File: src/rtl/uart_tx_pkg.sv
// Shared types and constants for the UART transmit controller and its serializer.
package uart_tx_pkg;

  localparam int DEFAULT_DATA_WIDTH = 8;

  // Frame sequencing states of the transmit controller.
  typedef enum logic [2:0] {
    IDLE,
    START,
    DATA,
    PARITY,
    STOP
  } tx_state_e;

  // Source selection for the registered serial line.
  typedef enum logic [1:0] {
    START_BIT,
    DATA_BIT,
    PAR_BIT,
    STOP_BIT
  } tx_sel_e;

  // Bit-counter width; a 1-bit payload still needs a 1-bit counter.
  function automatic int cnt_width(input int width);
    return (width > 1) ? $clog2(width) : 1;
  endfunction

endpackage

File: src/rtl/uart_tx_serializer.sv
// Payload shift register and bit counter.
// serial_bit is the payload bit that belongs on the line in the coming cycle,
// so the controller can register it without an extra stage of latency.
module uart_tx_serializer
  import uart_tx_pkg::*;
#(
  parameter int DATA_WIDTH = DEFAULT_DATA_WIDTH
) (
  input  logic                  clk,
  input  logic                  rst_n,
  input  logic                  load,
  input  logic                  shift_en,
  input  logic [DATA_WIDTH-1:0] load_data,
  output logic                  serial_bit,
  output logic                  done
);

  localparam int CNT_W = cnt_width(DATA_WIDTH);
  localparam logic [CNT_W-1:0] LAST_CNT = CNT_W'(DATA_WIDTH - 1);

  logic [DATA_WIDTH-1:0] shift_q;
  logic [DATA_WIDTH-1:0] shift_d;
  logic [DATA_WIDTH-1:0] shifted;
  logic [CNT_W-1:0]      cnt_q;
  logic [CNT_W-1:0]      cnt_d;

  // Load restarts the payload and clears the count, which then stays at zero
  // until the first DATA cycle; each DATA cycle consumes one bit.
  always_comb begin
    shifted = shift_q >> 1;
    shift_d = shift_q;
    cnt_d   = cnt_q;
    if (load) begin
      shift_d = load_data;
      cnt_d   = '0;
    end else if (shift_en) begin
      shift_d = shifted;
      cnt_d   = cnt_q + 1'b1;
    end
  end

  // Next line bit (look-ahead by one when shifting) and the last-bit flag.
  always_comb begin
    serial_bit = shift_en ? shifted[0] : shift_q[0];
    done       = (cnt_q == LAST_CNT);
  end

  // Shift register and counter state.
  always_ff @(posedge clk or negedge rst_n) begin
    if (!rst_n) begin
      shift_q <= '0;
      cnt_q   <= '0;
    end else begin
      shift_q <= shift_d;
      cnt_q   <= cnt_d;
    end
  end

endmodule

File: src/rtl/uart_tx_ctrl.sv
// UART transmit controller: frames a parallel payload as start, LSB-first data,
// optional parity and stop bit, one bit per clock. tx_out is registered from the
// next-state selection so an accept at edge k shows the start bit in cycle k+1.
module uart_tx_ctrl
  import uart_tx_pkg::*;
#(
  parameter int DATA_WIDTH = DEFAULT_DATA_WIDTH
) (
  input  logic                  clk,
  input  logic                  rst_n,
  input  logic [DATA_WIDTH-1:0] p_data,
  input  logic                  data_valid,
  input  logic                  par_en,
  input  logic                  parity_bit,
  output logic                  capture,
  output logic                  tx_out,
  output logic                  busy
);

  tx_state_e state_q;
  tx_state_e state_d;
  tx_sel_e   tx_sel;

  logic par_en_q;
  logic par_en_d;
  logic tx_out_q;
  logic tx_out_d;
  logic accept;
  logic ser_load;
  logic ser_shift;
  logic ser_bit;
  logic ser_done;

  uart_tx_serializer #(
    .DATA_WIDTH(DATA_WIDTH)
  ) u_serializer (
    .clk       (clk),
    .rst_n     (rst_n),
    .load      (ser_load),
    .shift_en  (ser_shift),
    .load_data (p_data),
    .serial_bit(ser_bit),
    .done      (ser_done)
  );

  // A request is taken only when the line is idle or finishing its stop bit.
  always_comb begin
    accept  = data_valid && ((state_q == IDLE) || (state_q == STOP));
    capture = accept && rst_n;
  end

  // State register.
  always_ff @(posedge clk or negedge rst_n) begin
    if (!rst_n) begin
      state_q <= IDLE;
    end else begin
      state_q <= state_d;
    end
  end

  // Next-state logic; STOP chains straight into START for back-to-back frames.
  always_comb begin
    state_d = state_q;
    case (state_q)
      IDLE:    if (accept) state_d = START;
      START:   state_d = DATA;
      DATA:    if (ser_done) state_d = par_en_q ? PARITY : STOP;
      PARITY:  state_d = STOP;
      STOP:    state_d = accept ? START : IDLE;
      default: state_d = IDLE;
    endcase
  end

  // Output decode: line source for the coming cycle, serializer controls, busy.
  always_comb begin
    case (state_d)
      START:   tx_sel = START_BIT;
      DATA:    tx_sel = DATA_BIT;
      PARITY:  tx_sel = PAR_BIT;
      default: tx_sel = STOP_BIT;
    endcase
    ser_load  = accept;
    ser_shift = (state_q == DATA);
    busy      = (state_q != IDLE);
  end

  // Line mux and frame option latch; parity_bit is sampled on entry to PARITY.
  always_comb begin
    case (tx_sel)
      START_BIT: tx_out_d = 1'b0;
      DATA_BIT:  tx_out_d = ser_bit;
      PAR_BIT:   tx_out_d = parity_bit;
      default:   tx_out_d = 1'b1;
    endcase
    par_en_d = accept ? par_en : par_en_q;
  end

  // Registered line output and latched parity enable.
  always_ff @(posedge clk or negedge rst_n) begin
    if (!rst_n) begin
      tx_out_q <= 1'b1;
      par_en_q <= 1'b0;
    end else begin
      tx_out_q <= tx_out_d;
      par_en_q <= par_en_d;
    end
  end

  assign tx_out = tx_out_q;

endmodule

File: config.mk
export PLATFORM = sky130hd
export DESIGN_NAME = uart_tx_ctrl
export DESIGN_NICKNAME = d
export VERILOG_FILES = /design/src/rtl/uart_tx_pkg.sv /design/src/rtl/uart_tx_serializer.sv /design/src/rtl/uart_tx_ctrl.sv
export SDC_FILE = /design/constraint.sdc
export NUM_CORES = 1
export LEC_CHECK = 0
export BUFFER_PORTS_ARGS = -buffer_cell sky130_fd_sc_hd__buf_2
export CORE_MARGIN = 8
export CORE_UTILIZATION = 54
export DETAILED_ROUTE_END_ITERATION = 8
export PLACE_DENSITY = 0.89
export SLEW_MARGIN = 20
export SYNTH_ARGS = -nofsm -noshare
export SYNTH_HDL_FRONTEND = slang
export SYNTH_SLANG_ARGS = --single-unit
File: constraint.sdc
create_clock -name clk -period 3.2 [get_ports clk]
set_input_delay 0.32 -clock clk [delete_from_list [all_inputs] [get_ports clk]]
set_output_delay 0.32 -clock clk [all_outputs]
set_load 0.05 [all_outputs]
## Word level (Yosys, flattened, before mapping)

Cells that the tools add are included.

| cells by class | value |
|---|---|
| eq/ne operators | 10 |
| add/subtract/negate cells | 1 |
| mux-type cells | 12 |
| reduce and logical (&&, ||, !) cells | 7 |

Operators with widths:

| cell | number |
|---|---|
| 8-bit 2-to-1 mux | 2 |
| 3-bit 2-to-1 mux | 5 |
| 3-bit one-hot mux with 5 select lines | 1 |
| 3-bit by 2-bit equality test with 1-bit output (second input constant) | 4 |
| 3-bit by 1-bit equality test with 1-bit output (second input constant) | 2 |
| 3-bit equality test (second input constant) | 2 |
| 2-bit one-hot mux with 3 select lines | 1 |
| 3-bit by 1-bit adder with 3-bit output (second input constant) | 1 |
| 3-bit logical NOT | 1 |
| 1-bit one-hot mux with 3 select lines | 1 |
| 3-bit nonzero test | 1 |
| 2-bit by 1-bit equality test with 1-bit output (second input constant) | 1 |
| 2-bit equality test (second input constant) | 1 |
| 1-bit logical AND | 2 |
| 2-bit logical NOT | 1 |
| 1-bit 2-to-1 mux | 2 |
| 2-bit nonzero test | 1 |
| 1-bit logical OR | 1 |

| word-level totals | value |
|---|---|
| output and inout bits | 3 |
| word-level logic and storage cells | 35 |
| flip-flop bits (word level) | 16 |
| bits of input ports | 13 |

## Longest topological paths before layout

Gate-level depths: netlist (run 1).

| logic depth | value |
|---|---|
| word-level depth | 9 |
| depth in mapped cells | 6 |
| gate-level depth less buffers | 6 |

## Cells and area by module

A second synthesis (run 1) with hierarchy kept.

| unflattened totals | value |
|---|---|
| cell total of the unflattened synthesis | 68 |
| area total of the unflattened synthesis | 754.5 µm² |

Modules (own cells, without submodules):

| module | cells each | area an instance (µm²) | times used | seq. area each (µm²) |
|---|---|---|---|---|
| uart_tx_serializer | 44 | 509.2 | 1 | 275.3 |
| uart_tx_ctrl | 24 | 245.2 | 1 | 126.4 |

## Worst setup path after synthesis (run 1)

OpenSTA, ideal clock, no wires.

| path | value |
|---|---|
| path kind | reg-to-output |
| from | register state_q[0] |
| to | output capture |
| setup slack | 1.538 ns |
| data required time | 2.880 ns |
| arrival time | 1.342 ns |
| buffers on the path | 1 |
| stages on the path, launching flop included | 4 |
| cells stage by stage | dfrtp_1 buf_4 nor3b_2 and2_1 |

| on the way | value |
|---|---|
| longest elaborated chain between the ends | 4 |
| elaborated cells between the ends (all ways) | 5 |
| those cells by class | 1 x eq/ne; 4 x reduce/logical |

Ends and longest elaborated chain:

| what | RTL line | source |
|---|---|---|
| start: declaration | uart_tx_ctrl.sv:20 | `tx_state_e state_q;` |
| start signal: assignment | uart_tx_ctrl.sv:57 | `state_q <= state_d;` |
| 3-bit equality test or 3-bit logical NOT (tied branches) | uart_tx_ctrl.sv:48 | `accept = data_valid && ((state_q == IDLE) \|\| (state_q == STOP));` |
| 1-bit logical OR (*) | uart_tx_ctrl.sv:48 |  |
| 1-bit logical AND (*) | uart_tx_ctrl.sv:48 |  |
| 1-bit logical AND (*) | uart_tx_ctrl.sv:49 | `capture = accept && rst_n;` |
| end: declaration | uart_tx_ctrl.sv:15 | `output logic capture,` |

Every way passes the cells marked *; elsewhere a longest branch is shown, timed or not.

## Final worst setup path (run 1)

Ends and elaborated chain as after synthesis.

==> results of run 1 <==
[layout make-up]
class / instances / share of cell area
clock buffer: 4 / 0.0422
multi-input combinational: 50 / 0.371
sequential: 16 / 0.467
tap: 15 / 0.0218
timing repair buffer: 16 / 0.0988
[layout by cell type, fill, tap and decap left out, types with 3 or more instances in the layout]
cell,Yosys,layout
a22o_1,3,3
a22oi_1,3,3
nand2_1,12,12
dfrtp_1,15,15
clkbuf_4,0,3
nor2_1,7,7
nand2b_1,3,3
buf_2,0,15
a21oi_1,3,3
[flip-flops by register name (all words and copies together) (netlist names)]
| signal | cells |
|---|---|
| u_serializer.shift_q | 8 |
| tx_out | 1 |
| par_en_q | 1 |
| state_q | 3 |
| u_serializer.cnt_q | 3 |
[power by group through the flow]
stage	registers [mW]	clock network (mW)	logic, mW
floorplan	0.368	0	0.278
global placement	0.363	0	0.348
detailed placement	0.370	0	0.354
CTS	0.366	0.134	0.356
global route	0.378	0.142	0.399
finish	0.368	0.133	0.353
[synth_stat cells]
cell and instances:
a21oi_1 3, a22o_1 3, a22oi_1 3, a31o_1 1
a31oi_1 1, and2_1 1, buf_4 1, clkbuf_1 1
dfrtp_1 15, dfstp_2 1, ha_1 2, mux2i_1 1
nand2_1 12, nand2b_1 3, nand4b_1 1, nor2_1 7
nor2b_1 1, nor3_1 2, nor3b_2 1, nor3b_4 1
o21ai_0 1, o22ai_1 2, o32ai_2 1, or2_2 2
or3_1 1
[worst max-delay path: cells and delay by family (launching register included)]
family	cells	cell delay, ns
and+or+nand+nor	2	0.70
DFF	1	0.51
buffers and inverters	1	0.26
[stage by stage]
step           hold WS, ns  worst slack (ns)
6_report             0.231              1.13
5_1_grt              0.237              1.04
4_1_cts              0.228              1.12
3_5_place_dp         0.252              1.45
3_3_place_gp         0.251              1.49
2_1_floorplan       0.0244              1.54
[worst max-delay path by stage]
stage | end | slack (ns) | depth (start not counted)
2_1_floorplan | capture | 1.54 | 3
3_3_place_gp | capture | 1.49 | 3
3_5_place_dp | capture | 1.45 | 3
4_1_cts | capture | 1.12 | 3
5_1_grt | capture | 1.04 | 3
6_report | capture | 1.13 | 3
[kinds of logic after synthesis]
| logic type | count (synthesis) |
|---|---|
| buffers and inverters | 2 |
| flip-flops | 16 |
| AND/OR/NAND/NOR | 32 |
| adder cells (fa/ha/maj) | 2 |
| multiplexers | 1 |
| AO/OA/AOI/OAI | 15 |
[metal layers]
layer | GRT usage | vias up | routed length [um]
li1 | - | 276 | -
met1 | 0.152 | 266 | 698
met2 | 0.176 | 19 | 615
met3 | 0.0455 | 5 | 127
met4 | 0.0517 | 0 | 25
met5 | 0 | - | 0
==> qor.yml, run 1 <==
fin_skew_ns: 0.000717
place.gp.congestion: 0.710
hold_viol_final: 0
dr.pass1.iters: 5
p_sw_mw: 0.343
drive_above_1_share: 0.291
critPathMaxStageDelay_ns: 0.51
drv_cap: 0
yosysSeqAreaShare: 0.549
area_growth_pct: 17.6
ant_nets: 0
status: "finished, final reports clean"
p_seq_frac: 0.431
synth_top_family_by_area: "simple AND/OR/NAND/NOR gates"
die_height_um: 52.8
ios: 16
fill_cells: 109
grt_max_degree: 18
rows: 13
p_total_mw: 0.853
combPwrFrac: 0.414
period_needed_ns: 2.07
synth_area_um2: 732
dp_hpwl_um: 1090
synthCells: 68
rr_startpoint: "state_q[0]$_DFF_PN0_"
synthXorXnorAreaFrac: 0
wl_per_cell_um: 14.5
diodes: 0
gr-total-overflow: 0
yosysWarnings: 0
reg2reg_depth: 4
slowest_stage: "dfrtp_1"
syn_nets: 83
clk_pin_slew_ns: 0.09
critPathMaxFanout: 9
internal_power_mw: 0.511
grt_first_pass_wirelength_um: 2570
multi_input_area_um2: 319
drt_iter0_markers: 12
cts_sinks: 16
yosys.area_share.simple: 0.234
cp-end-kind: "output pin"
final_core_util: 0.670
routed_wl_um: 1470
worstMarginPinSlew_ns: 0.519
cts_tree: "done"
sw_frac_of_total: 0.402
placedInstanceArea_um2: 815
fin_cells: 101
cts_setup_buffers: 0
place_inst: 96
crit_start: "state_q[0]$_DFF_PN0_"
insertion_delay_ns: 0.28
start_util: 0.570
htreeDepth: 1
drc: 0
rsz0062_at_grt: "false"
crit_type: "reg -> out"
antenna_found_initial: 0
slew_violations: 0
ctsResizeCount: 0
relSlewSlack: 0.653
total_leakage_power_nw: 0.416
core_area_um2: 1280
fin_setup_tns_ns: 0
hold_depth: 3
grt_usage: 0.120
via_per_inst: 5.60
synthAdderAreaFrac: 0.0342
io_buffer_count: 15
startpoint_type: "register"
synth_area_leaders: "dfrtp_1, nand2_1, dfstp_2"
worstHoldStart: "par_en"
die_area_um2: 2790
clk_path_buf_depth: 2
hold_end: "par_en_q$_DFFE_PN0P_"
setup_viol: 0
rrSetupSlack_ns: 1.59
grt_pass1_vias: 592
vias: 566
avgSynthCellArea_um2: 10.8
yosysTopAreaCellShare: 0.513
cts_hold_buf: 1
yosysTopAreaCell: "dfrtp_1"
crit_chain: "nor3b_2, and2_1, buf_2"
cp_data_required_time_ns: 2.88
fp.dieW_um: 52.8
synth-seq-cells: 16
worst_hold_path_type: "in -> reg"
synth_compound_area_frac: 0.154
fin_crit_sh: 0.646
ir_worst_vdd_mv: 0.462
clock_power_share: 0.155
synth_mux_area_frac: 0.0137
cp.arrival_ns: 1.75
fin_nets: 102
fmax_mhz: 484
power.density_nw_per_um2: 991
cts_root_buffer: "clkbuf_4"
worstReg2RegEnd: "tx_out$_DFF_PN1_"
netlist-cell-type-count: 25
cts_buffers: 3
finalInstanceArea_um2: 861
register_area_um2: 402
Note: power is estimated with default switching activity, not from simulation.
==> run 2: changes to the inputs <==
--- a/config.mk
+++ b/config.mk
@@ -5,11 +5,12 @@
 export SDC_FILE = /design/constraint.sdc
 export NUM_CORES = 1
 export LEC_CHECK = 0
+export ABC_AREA = 1
 export BUFFER_PORTS_ARGS = -buffer_cell sky130_fd_sc_hd__buf_2
 export CORE_MARGIN = 8
-export CORE_UTILIZATION = 54
+export CORE_UTILIZATION = 50
 export DETAILED_ROUTE_END_ITERATION = 8
-export PLACE_DENSITY = 0.89
+export PLACE_DENSITY = 0.84
 export SLEW_MARGIN = 20
 export SYNTH_ARGS = -nofsm -noshare
 export SYNTH_HDL_FRONTEND = slang
==> constraint.sdc (replaced) <==
create_clock -name clk -period 2 [get_ports clk]
set_input_delay 0.2 -clock clk [delete_from_list [all_inputs] [get_ports clk]]
set_output_delay 0.2 -clock clk [all_outputs]
set_load 0.05 [all_outputs]
==> qor.yml, run 2 <==
placedInstanceArea_um2: 828  # +1.7%
crit_type: "in -> out"
die_area_um2: 2950  # +5.7%
power.density_nw_per_um2: 1520  # +53%
cts_buffers: 3  # unchanged
cp_data_required_time_ns: 1.80  # -1.08 ns
period_needed_ns: 1.69
top_regs: "u_serializer.shift_q: 8 flops, state_q: 3 flops, u_serializer.cnt_q: 3 flops"
yosysTopAreaCellShare: 0.512  # -0.000875
grt_max_degree: 18  # unchanged
wl_per_cell_um: 12.3  # -15%
critPathMaxFanout: 17  # +8
ir_worst_vdd_mv: 0.699  # +51%
hold_end: "u_serializer.shift_q[7]$_DFFE_PN0P_"
htreeDepth: 1  # unchanged
syn_nets: 101  # +22%
vias: 619  # +9.4%
synth_top_family_by_area: "simple AND/OR/NAND/NOR gates"
synth_ff_type: "dfrtp_1"
internal_power_mw: 0.736  # +44%
fin_skew_ns: 0.00733  # +0.00661 ns
cts_sinks: 16  # unchanged
fin_setup_tns_ns: 0  # unchanged
routed_wl_um: 1500  # +2.2%
yosysTopAreaCell: "dfrtp_1"
final_core_util: 0.602  # -0.0680
largest_reg_flops: 8  # unchanged
finalWorstSetupSlack_ns: 0.305  # -0.827 ns
ant_nets: 0  # unchanged
sw_frac_of_total: 0.439  # +0.0370
place.gp.congestion: 0.747  # +5.2%
slowest_stage: "dlygate4sd3_1"
synth-seq-cells: 16  # unchanged
rsz0062_at_grt: "false"
clk_pin_slew_ns: 0.09  # about the same
start_util: 0.510  # -0.0592
yosysSeqAreaShare: 0.548  # -0.000936
drt_iter0_markers: 12  # unchanged
avgSynthCellArea_um2: 8.53  # -21%
synth_area_leaders: "dfrtp_1, nand2_1, nand3_1"
worst_hold_path_type: "in -> reg"
insertion_delay_ns: 0.29  # about the same
dp_hpwl_um: 1140  # +4.2%
synth_area_um2: 733  # +0.17%
yosysWarnings: 0  # unchanged
cts_root_buffer: "clkbuf_4"
p_sw_mw: 0.575  # +68%
clk_path_buf_depth: 2  # unchanged
grt_first_pass_wirelength_um: 2640  # +2.7%
synthCells: 86  # +26%
cp-end-kind: "output pin"
hold_viol_final: 0  # unchanged
cpMostUsedCell: "buf_2"
antenna_found_initial: 0  # unchanged
dpl_worst_slack_ns: 0.742  # -0.704 ns
synth_compound_area_frac: 0.0512  # -0.103
rrSetupSlack_ns: 0.73  # -0.86 ns
p_total_mw: 1.31  # +54%
hold_depth: 3  # unchanged
area_growth_pct: 17.9
drc: 0  # unchanged
synthAdderAreaFrac: 0.0341  # -0.0000583
slew_violations: 0  # unchanged
place_inst: 117  # +22%
drv_cap: 0  # unchanged
reg2reg_depth: 8  # +4
fill_cells: 133  # +22%
critPathMaxStageDelay_ns: 0.52  # about the same
fp.dieW_um: 54.3  # +2.8%
worstMarginPinSlew_ns: 0.361  # -0.158 ns
io_buffer_count: 15  # unchanged
drive_above_1_share: 0.264  # -0.0265
worstHoldStart: "p_data[7]"
combPwrFrac: 0.442  # +0.028
core_area_um2: 1440  # +12%
grt_pass1_vias: 606  # +2.4%
fmax_mhz: 590
ctsResizeCount: 0  # unchanged
yosysMostFrequentCell: "nand2_1"
whs_ns: 0.100  # -0.131 ns
synthXorXnorAreaFrac: 0  # unchanged
grt_usage: 0.124  # +0.00405
cp.arrival_ns: 1.49  # -0.26 ns
rr_startpoint: "u_serializer.cnt_q[0]$_DFFE_PN0P_"
setup_viol: 0  # unchanged
ios: 16  # unchanged
p_seq_frac: 0.421  # -0.010
synthArstFlopShare: 1.00  # unchanged
via_per_inst: 5.07  # -9.5%
gr-total-overflow: 0  # unchanged
fin_nets: 122  # +20%
cts_tree: "done"
status: "finished, final reports clean"
die_height_um: 54.3  # +2.8%
final_cell_mix: "nand2_1, buf_2, dfrtp_1"
startpoint_type: "primary input"
yosys.area_share.simple: 0.297  # +0.0627
dr.pass1.iters: 4  # -1
total_leakage_power_nw: 0.479  # +15%
final_common_cell: "nand2_1"
diodes: 0  # unchanged
synth_mux_area_frac: 0.0137  # -0.0000233
synth_edf_count: 0  # unchanged
crit_start: "rst_n"
fin_crit_sh: 0.847
crit_chain: "dlygate4sd3_1, buf_2, inv_1, nor2_1, buf_2"
worstReg2RegEnd: "tx_out$_DFF_PN1_"
netlist-cell-type-count: 17  # -32%
regMostFlops: "u_serializer.shift_q"
fin_cells: 122  # +21%
relSlewSlack: 0.760  # +0.107
synth_commonest_cells: "nand2_1, dfrtp_1, inv_1, nand3_1, nor2_1"
clock_power_share: 0.137  # -0.018
rows: 14  # +1
finalInstanceArea_um2: 865  # +0.44%
-- run 2: worst max path at each step --
stage          slack, ns  endpoint  cells after the start
6_report            0.31   capture                      5
5_1_grt             0.20   capture                      5
4_1_cts             0.28   capture                      5
3_5_place_dp        0.74   capture                      4
3_3_place_gp        0.76   capture                      4
2_1_floorplan       0.49   capture                      3
-- run 2: cell families after synthesis --
kind of cell             after synthesis
AO/OA/AOI/OAI                          6
adder cells (fa/ha/maj)                2
buffers and inverters                 11
flip-flops                            16
multiplexers                           1
AND/OR/NAND/NOR                       50
-- run 2: critical path, delay by kind of cell --
| family | cells | cell delay [ns] |
|---|---|---|
| buffers and inverters | 4 | 1.19 |
| and+or+nand+nor | 1 | 0.10 |
-- run 2: repair_timing --
item,CTS,global route
buffers inserted,0,0
hold buffers,1,0
hold endpoints to repair,15,0
setup endpoints to repair,0,0
-- run 2: layout make-up --
cell class	count	area [um2]	share of cell area
Inverter	11	41.3	0.0478
Multi-Input combinational cell	59	290	0.336
Sequential cell	16	402	0.465
Tap cell	16	20.0	0.0232
Clock buffer	4	26.3	0.0304
Timing Repair Buffer	16	85.1	0.0984
-- run 2: layer usage --
metal | vias to the layer above | global-route usage | share of wire
met4 | 0 | 0.0861 | 0.026
li1 | 309 | - | -
met5 | - | 0 | 0
met1 | 290 | 0.136 | 0.44
met2 | 15 | 0.202 | 0.48
met3 | 5 | 0.0353 | 0.051
-- run 2: power by group through the flow --
| stage | clock (mW) | sequential, mW | combinational (mW) |
|---|---|---|---|
| floorplan | 0 | 0.581 | 0.415 |
| global placement | 0 | 0.553 | 0.562 |
| detailed placement | 0 | 0.561 | 0.581 |
| CTS | 0.184 | 0.554 | 0.585 |
| global route | 0.200 | 0.574 | 0.660 |
| finish | 0.180 | 0.552 | 0.579 |
